--- src/rtl/serial_add_sequencer.sv ---
// Bit-serial adder: one full_adder plus a carry flop processes WIDTH-bit operands LSB-first.
// Optional subtract mode is enabled by defining SERIAL_ADD_SUB_EN (adds a 'sub' input port).

module full_adder (
  input  logic a_in,
  input  logic b_in,
  input  logic c_in,
  output logic s_out,
  output logic c_out
);
  assign s_out = a_in ^ b_in ^ c_in;
  assign c_out = (a_in & b_in) | (c_in & (a_in ^ b_in));
endmodule

module serial_add_sequencer #(
  parameter int WIDTH = 4
) (
  input  logic             clk,
  input  logic             reset,
  input  logic             start,
  input  logic [WIDTH-1:0] a,
  input  logic [WIDTH-1:0] b,
  input  logic             cin,
`ifdef SERIAL_ADD_SUB_EN
  input  logic             sub,
`endif
  output logic             busy,
  output logic             done,
  output logic [WIDTH-1:0] sum,
  output logic             cout,
  output logic             overflow
);
  localparam int CNT_W = $clog2(WIDTH) + 1;
  localparam logic [CNT_W-1:0] LAST_BIT = CNT_W'(WIDTH - 1);

  typedef enum logic [1:0] {IDLE, RUN, DONE} state_t;

  state_t             state_q, state_d;
  logic [WIDTH-1:0]   a_sh_q, a_sh_d;
  logic [WIDTH-1:0]   b_sh_q, b_sh_d;
  logic [WIDTH-1:0]   sum_q, sum_d;
  logic [CNT_W-1:0]   cnt_q, cnt_d;
  logic               carry_q, carry_d;
  logic               busy_q, busy_d;
  logic               done_q, done_d;
  logic               cout_q, cout_d;
  logic               ovf_q, ovf_d;
  logic               fa_s, fa_co;
  logic               sub_mode;
  logic [WIDTH-1:0]   b_load;
  logic               carry_load;

`ifdef SERIAL_ADD_SUB_EN
  assign sub_mode = sub;
`else
  assign sub_mode = 1'b0;
`endif

  // Subtraction is a + ~b + 1, so only the B load value and the initial carry change.
  assign b_load     = sub_mode ? ~b : b;
  assign carry_load = sub_mode ? 1'b1 : cin;

  full_adder u_fa (
    .a_in  (a_sh_q[0]),
    .b_in  (b_sh_q[0]),
    .c_in  (carry_q),
    .s_out (fa_s),
    .c_out (fa_co)
  );

  always_comb begin
    state_d = state_q;
    a_sh_d  = a_sh_q;
    b_sh_d  = b_sh_q;
    sum_d   = sum_q;
    cnt_d   = cnt_q;
    carry_d = carry_q;
    busy_d  = busy_q;
    done_d  = done_q;
    cout_d  = cout_q;
    ovf_d   = ovf_q;
    case (state_q)
      IDLE: begin
        if (start) begin
          a_sh_d  = a;
          b_sh_d  = b_load;
          carry_d = carry_load;
          cnt_d   = '0;
          sum_d   = '0;
          busy_d  = 1'b1;
          state_d = RUN;
        end
      end
      RUN: begin
        sum_d   = {fa_s, sum_q[WIDTH-1:1]};
        a_sh_d  = a_sh_q >> 1;
        b_sh_d  = b_sh_q >> 1;
        carry_d = fa_co;
        cnt_d   = cnt_q + CNT_W'(1);
        // On the MSB, carry_q is the carry into the MSB and fa_co the carry out.
        if (cnt_q == LAST_BIT) begin
          cout_d  = fa_co;
          ovf_d   = carry_q ^ fa_co;
          done_d  = 1'b1;
          state_d = DONE;
        end
      end
      DONE: begin
        done_d  = 1'b0;
        busy_d  = 1'b0;
        state_d = IDLE;
      end
      default: begin
        done_d  = 1'b0;
        busy_d  = 1'b0;
        state_d = IDLE;
      end
    endcase
  end

  always_ff @(posedge clk) begin
    if (reset) begin
      state_q <= IDLE;
      a_sh_q  <= '0;
      b_sh_q  <= '0;
      sum_q   <= '0;
      cnt_q   <= '0;
      carry_q <= 1'b0;
      busy_q  <= 1'b0;
      done_q  <= 1'b0;
      cout_q  <= 1'b0;
      ovf_q   <= 1'b0;
    end else begin
      state_q <= state_d;
      a_sh_q  <= a_sh_d;
      b_sh_q  <= b_sh_d;
      sum_q   <= sum_d;
      cnt_q   <= cnt_d;
      carry_q <= carry_d;
      busy_q  <= busy_d;
      done_q  <= done_d;
      cout_q  <= cout_d;
      ovf_q   <= ovf_d;
    end
  end

  assign busy     = busy_q;
  assign done     = done_q;
  assign sum      = sum_q;
  assign cout     = cout_q;
  assign overflow = ovf_q;

endmodule

--- config.mk ---
export PLATFORM = sky130hd
export DESIGN_NAME = serial_add_sequencer
export DESIGN_NICKNAME = d
export VERILOG_FILES = /design/src/rtl/serial_add_sequencer.sv
export SDC_FILE = /design/constraint.sdc
export NUM_CORES = 1
export LEC_CHECK = 0
export ABC_AREA = 1
export CAP_MARGIN = 30
export CORE_ASPECT_RATIO = 0.9
export CORE_MARGIN = 2
export CORE_UTILIZATION = 47
export DETAILED_ROUTE_END_ITERATION = 8
export PLACE_DENSITY = 0.74
export RECOVER_POWER = 25
export SYNTH_ARGS = -nofsm -noshare
export SYNTH_HDL_FRONTEND = slang
export SYNTH_SLANG_ARGS = --single-unit
--- constraint.sdc ---
create_clock -name clk -period 1.4 [get_ports clk]
set_input_delay 0.28 -clock clk [delete_from_list [all_inputs] [get_ports clk]]
set_output_delay 0.28 -clock clk [all_outputs]
set_load 0.05 [all_outputs]
==> results.tsv, run 1 <==
stage	metric	value	unit
power	intPower	0.9068	mW
die	die_y	47.26	um
die	die_w	52.07	um
die	rows	15	
power	switchingPower	0.3287	mW
die	start_util	50.55	%
placed_design	dpl_worst_slack	-0.02465	ns
finish	seq_area	441.7	um^2
finish	drive_above_1_share	15.00	%
power	ir_drop	0.0009588	V
clock_network	h-tree-depth	1	
synth	syn_nets	150	
power	pwr-share-clk	28.0	%
synth	synth_cell_types	18	
clock_network	root_buffer	clkbuf_4	
worst_setup_path	crit_type	reg2reg	
finish	fin_util	65.50	%
placed_design	port_buffers	19	
finish	multi_input_area	434.2	um^2
global_routing	groute.usage.overall	19.30	%
synth	syn_area_per_cell	7.238	um^2
worst_setup_path	max_stage_delay	0.46	ns
timing	slew_headroom	80.86	%
worst_setup_path	slowest_stage	fa_1	
global_routing	antenna_found_initial	0	
worst_setup_path	path_common_cell	inv_1	
drt	vias_per_cell	5.081	
timing	finalCriticalPeriod	1.321	ns
power	p_leak	0.5573	nW
worst_setup_path	cp_num_buf_inv	2	
global_routing	grt_max_degree	18	
clock_network	cts_tree	done	
drt	postRouteAntennaNets	0	
worst_setup_path	reg2reg_from	carry_q	
die	die_area	0.002460	mm^2
worst_setup_path	worstPathArrival	1.53	ns
hold_path	hold_class	reg2reg	
worst_setup_path	worst-r2r-setup-slack	0.08	ns
global_routing	grt_pass1_vias	864	
synth	syn_area	977.2	um^2
worst_setup_path	required	1.61	ns
global_routing	grt_pass1_wl	3450	um
timing	maxSlewViolCount	0	
placed_design	gp_congestion	0.8228	
synth	synth-seq-cells	22	
drt	route.detailed.wl_per_inst	12.08	um
clock_network	clockBufferDepth	2	
timing	hold_viol	0	
timing	timing.final.crit_share	94.34	%
worst_setup_path	worstSetupEndpointType	flip-flop	
worst_setup_path	reg2reg_depth	6	
timing	setup_viol	0	
status	status	completed	
worst_setup_path	cp_cell_sequence	inv_1 > fa_1 > inv_1 > nand2_1 > a21oi_2 > nor2_1	
finish	antenna_cells	0	
clock_network	hold_buffers	0	
drt	num_vias	940	
synth	synth_warnings	0	
die	coreArea	0.001933	mm^2
placed_design	place_hpwl	1662	um
worst_setup_path	critical_path.top_delay_family	adder cells	
die	design.portCount	20	
power	seq_power_share	55.0	%
timing	tightestPinTransition	0.2867	ns
power	power_density	975.8	mW/mm^2
drt	wirelength	2235	um
job	cap_viol_max_count	0	
clock_network	numCtsBuffers	3	
drt	remaining_drc_errors	0	
synth	netlist_instances	135	
worst_setup_path	start_kind	flip-flop	
drt	drtIter0Drc	22	
clock_network	cts.clk_slew.worst_paths	0.12	ns
worst_setup_path	critPathLaunch	carry_q	
timing	fmax	757.1	MHz
worst_setup_path	setup.worst_path.end	overflow	
power	combPwrFrac	17.0	%
timing	worst_slack	0.07919	ns
clock_network	clock-sinks	22	
synth	seq_area_frac_synth	45.07	%
drt	first_pass_iters	4	
finish	num-fill-cells	170	
worst_setup_path	worstPathMaxFanout	3	
clock_network	clk_latency	0.30	ns
finish	syn_to_final_growth	29.58	%
global_routing	grt_overflow_total	0	
timing	skew	0.005688	ns
finish	nNetsFinal	176	
worst_setup_path	r2r-end	overflow	
power	swShare	26.60	%
worst_setup_path	crit_cells	6	
## worst min path at each step
stage	depth (start not counted)	slack, ns	to	from
2_1_floorplan	2	0.42	a_sh_q[3]	a[3]
3_3_place_gp	1	0.47	cnt_q[0]	cnt_q[0]
3_5_place_dp	1	0.46	cnt_q[0]	cnt_q[0]
4_1_cts	1	0.48	cnt_q[0]	cnt_q[0]
5_1_grt	1	0.48	cnt_q[0]	cnt_q[0]
6_report	2	0.47	busy	busy
## through the flow
step                power [mW]  cell area [um^2]   TNS, ns  std cells  hold WS (ns)
detailed placement      0.9084              1292  -0.05363        180        0.4571
CTS                      1.250              1329         0        184        0.4781
global placement        0.9013              1292         0        180        0.4653
finish                   1.236              1266         0        185        0.4728
global route             1.298              1266  -0.01126        185        0.4846
floorplan               0.8199             977.2         0        135        0.4230
## flip-flops by register name, summed over array words and instances, names as in the netlist
name / flops
busy: 1
b_sh_q: 4
cout: 1
carry_q: 1
overflow: 1
done: 1
sum: 4
cnt_q: 3
state_q: 2
a_sh_q: 4
## layer usage
| metal | share of wire, % | track usage, % | vias to the layer above |
|---|---|---|---|
| met4 | 1.1 | 9.474 | 0 |
| met3 | 4.0 | 3.503 | 4 |
| met2 | 52 | 36.71 | 29 |
| li1 | - | - | 477 |
| met1 | 43 | 21.01 | 430 |
| met5 | 0 | 0 | - |
## synth_stat cells
| cell | number | area share, % |
|---|---|---|
| buf_6 | 1 | 1.2 |
| ha_1 | 2 | 2.6 |
| a21oi_1 | 16 | 8.2 |
| o21ai_0 | 2 | 1.0 |
| buf_2 | 1 | 0.51 |
| nand2_2 | 1 | 0.64 |
| dfxtp_1 | 22 | 45 |
| nand2_1 | 25 | 9.6 |
| fa_1 | 1 | 2.0 |
| or2_0 | 2 | 1.3 |
| inv_1 | 18 | 6.9 |
| o21ai_2 | 1 | 0.90 |
| nor2_1 | 13 | 5.0 |
| clkbuf_1 | 2 | 0.77 |
| nand3_1 | 25 | 13 |
| inv_2 | 1 | 0.38 |
| buf_4 | 1 | 0.77 |
| clkinv_1 | 1 | 0.38 |
## cell families (layout without fill, tap and decap cells)
kind of cell / count (synthesis) / count (layout) / share of synthesized area, %
and+or+nand+nor: 66 / 66 / 29.32
buffers and inverters: 25 / 50 / 10.88
DFF: 22 / 22 / 45.07
AOI/OAI and AO/OA: 19 / 19 / 10.12
adders and majority gates: 3 / 3 / 4.609
## power groups by stage
stage / sequential (mW) / combinational, mW / clock, mW
3_5_place_dp: 0.695 / 0.214 / 0
3_3_place_gp: 0.692 / 0.209 / 0
2_1_floorplan: 0.703 / 0.116 / 0
4_1_cts: 0.681 / 0.215 / 0.355
5_1_grt: 0.683 / 0.231 / 0.384
6_report: 0.680 / 0.210 / 0.346
## tightest hold or removal path: stages, from the launching register on
cell	delay (ns)
dfxtp_1	0.33
nand2_1	0.06
a21oi_1	0.05
## layout make-up
type                       count  area share (%)
clock buffer                   4           2.866
inverter                      20           5.929
multi-input combinational     88           34.29
sequential                    22           34.88
tap                           25           2.470
timing repair buffer          26           19.57
## what timing repair did
| action | in CTS | in global routing |
|---|---|---|
| buffers inserted | 0 | 1 |
| gates resized for setup | 0 | 2 |
| endpoints found under the setup margin | 0 | 2 |
## cells in the final DEF, fill, tap and decap left out
master           count
buf_12               3
nand3_1             25
clkbuf_8             1
buf_4                7
clkinv_1             1
inv_2                1
dfxtp_1             21
dfxtp_2              1
a21oi_1             15
inv_1               18
fa_1                 1
o21ai_0              2
ha_1                 2
nor2_1              13
clkbuf_2             5
nand2_2              1
clkbuf_4             3
clkdlybuf4s50_1     11
or2_0                2
nand2_1             25
a21oi_2              1
o21ai_2              1
Note: power is estimated with default switching activity, not from simulation.
==> inputs of run 2 (changes only) <==
CORE_UTILIZATION = 44   (was 47)
PLACE_DENSITY = 0.73   (was 0.74)
clock period = 1.21 ns   (was 1.4 ns; I/O delays follow)
==> run 2 against run 1 <==
The flow now finishes with violations (negative setup slack). Die area is 6.3% higher. Count of clock-buffer cells in the layout is 1 lower. Combinational power is 42% higher. Critical path depth is 2 lower. Critical endpoint is now sum[3]. Highest routed layer unchanged.
==> results.tsv, run 2 (synthesis results as in run 1) <==
stage	metric	value	unit	change
hold_path	hold_start	cnt_q[0]		was busy
die	design.portCount	20		unchanged
clock_network	root_buffer	clkbuf_4		unchanged
clock_network	clock-sinks	22		unchanged
placed_design	gp_congestion	0.9042		was 0.8228
drt	wirelength	2396	um	was 2235 um
timing	worst_slack	-0.01088	ns	was 0.07919 ns
worst_setup_path	worstSetupEndpointType	flip-flop		unchanged
clock_network	clk_latency	0.31	ns	was 0.30 ns
power	combPwrFrac	18.0	%	was 17.0%
die	die_area	0.002615	mm^2	was 0.002460 mm^2
global_routing	grt_max_degree	18		unchanged
timing	fmax	819.1	MHz	was 757.1 MHz
clock_network	h-tree-depth	1		unchanged
timing	hold_slack	0.4767	ns	was 0.4728 ns
clock_network	numCtsBuffers	3		unchanged
timing	hold_viol	0		unchanged
drt	first_pass_iters	6		was 4
finish	nNetsFinal	181		was 176
timing	slew_headroom	86.31	%	was 80.86%
power	power	1.654	mW	was 1.236 mW
power	ir_drop	0.0008741	V	was 0.0009588 V
global_routing	groute.usage.overall	20.41	%	was 19.30%
clock_network	cts.clk_slew.worst_paths	0.13	ns	was 0.12 ns
hold_path	hold_depth	1		was 2
timing	rsz0062_at_grt	true		
clock_network	clockBufferDepth	2		unchanged
worst_setup_path	reg2reg_depth	4		was 6
global_routing	grt_overflow_total	0		unchanged
timing	skew	0.004915	ns	was 0.005688 ns
power	pwr-share-clk	34.3	%	was 28.0%
worst_setup_path	worstPathArrival	1.47	ns	was 1.53 ns
finish	layout.cells.non_filler	192		was 185
clock_network	hold_buffers	0		unchanged
timing	setup_viol	1		was 0
placed_design	port_buffers	19		unchanged
power	switchingPower	0.4172	mW	was 0.3287 mW
job	cap_viol_max_count	0		unchanged
drt	num_vias	976		was 940
power	power_density	1131	mW/mm^2	was 975.8 mW/mm^2
worst_setup_path	crit_type	reg2reg		unchanged
die	rows	16		was 15
die	die_y	48.71	um	was 47.26 um
timing	maxSlewViolCount	0		unchanged
finish	syn_to_final_growth	49.68	%	was 29.58%
timing	timing.final.crit_share	100.9	%	was 94.34%
drt	remaining_drc_errors	0		unchanged
global_routing	grt_pass1_wl	4002	um	was 3450 um
power	swShare	25.22	%	was 26.60%
status	violations	negative setup slack		
worst_setup_path	worstPathMaxFanout	2		was 3
drt	vias_per_cell	5.083		was 5.081
power	intPower	1.237	mW	was 0.9068 mW
worst_setup_path	worst-r2r-setup-slack	-0.01	ns	was 0.08 ns
worst_setup_path	start_kind	flip-flop		unchanged
worst_setup_path	r2r-end	sum[3]		was overflow
global_routing	grt_pass1_vias	926		was 864
timing	finalCriticalPeriod	1.221	ns	was 1.321 ns
timing	tns	-0.01088	ns	was 0 ns
power	p_leak	0.6158	nW	was 0.5573 nW
finish	antenna_cells	0		unchanged
placed_design	place_hpwl	1738	um	was 1662 um
finish	mostFrequentLayoutCells	25 x nand3_1, 19 x nand2_1, 17 x dfxtp_1, 15 x a21oi_1, 14 x inv_1		was 25 x nand2_1, 25 x nand3_1, 21 x dfxtp_1, 18 x inv_1, 15 x a21oi_1
finish	fin_util	68.28	%	was 65.50%
power	seq_power_share	47.7	%	was 55.0%
global_routing	antenna_found_initial	0		unchanged
finish	drive_above_1_share	30.30	%	was 15.00%
status	status	finished, violations left		was completed
drt	drtIter0Drc	18		was 22
worst_setup_path	required	1.46	ns	was 1.61 ns
placed_design	dp_cells	187		was 180
hold_path	hold_class	reg2reg		unchanged
hold_path	hold-path-endpoint	cnt_q[0]		was busy
clock_network	cts_tree	done		unchanged
die	start_util	45.62	%	was 50.55%
die	coreArea	0.002142	mm^2	was 0.001933 mm^2
timing	tightestPinTransition	0.2046	ns	was 0.2867 ns
drt	route.detailed.wl_per_inst	12.48	um	was 12.08 um
drt	postRouteAntennaNets	0		unchanged
worst_setup_path	reg2reg_from	a_sh_q[0]		was carry_q
finish	final_common_cell	nand3_1		
die	die_w	53.68	um	was 52.07 um
==> run 2: cell types whose count changed in the layout (fill, tap and decap cells not counted), moves of 5 or more <==
cell / change
clkbuf_2: -5
nand2_1: -6
nand2_2: +5
buf_12: +5
==> run 2: metrics by stage <==
step           setup WS [ns]  area [um^2]
3_5_place_dp         -0.2288         1335
2_1_floorplan        0.01184        979.7
3_3_place_gp         -0.1764         1335
5_1_grt             -0.07619         1463
6_report            -0.01088         1463
4_1_cts             -0.04004         1411
==> run 2: power by group through the flow <==
stage	clock network (mW)	registers, mW	logic (mW)
final	0.568	0.788	0.298
after global routing	0.614	0.794	0.329
after CTS	0.570	0.786	0.278
after detailed placement	0	0.798	0.272
after global placement	0	0.796	0.265
after floorplan	0	0.814	0.136
==> run 2: repair_timing <==
action	CTS	global route
resized for setup	11	14
setup endpoints to repair	8	9
buffers inserted	0	1
pin swaps	4	7
==> run 2: critical path, stage by stage, from the launching register on <==
cell	delay, ns
dfxtp_2	0.36
inv_2	0.04
fa_2	0.43
or2_0	0.20
a21oi_1	0.13
==> run 2: worst max path at each step <==
stage | from | endpoint | slack, ns | cells past startpoint
2_1_floorplan | carry_q | sum[3] | 0.01 | 4
3_3_place_gp | start | a_sh_q[1] | -0.18 | 6
3_5_place_dp | start | carry_q | -0.23 | 6
4_1_cts | a_sh_q[0] | sum[3] | -0.04 | 4
5_1_grt | a_sh_q[0] | sum[3] | -0.08 | 4
6_report | a_sh_q[0] | sum[3] | -0.01 | 4
==> run 2: final cells by class <==
class	instances	area, um^2
Timing Repair Buffer	31	364.1
Fill cell	165	679.4
Sequential cell	22	446.7
Clock buffer	3	22.52
Clock inverter	1	30.03
Inverter	20	76.32
Multi-Input combinational cell	88	489.2
Tap cell	27	33.78
==> run 2: per-layer routing <==
layer / global-route usage [%] / routed length, um / vias to the layer above
li1: - / - / 488
met1: 27.65 / 1042 / 456
met2: 33.54 / 1215 / 29
met3: 3.704 / 115 / 3
met4: 3.846 / 22 / 0
met5: 0 / 0 / -
==> inputs of run 3 (changes only) <==
CAP_MARGIN = 20   (was 30)
==> results of run 3 <==
The final DEF is identical to that of run 2; final timing and power are the same.
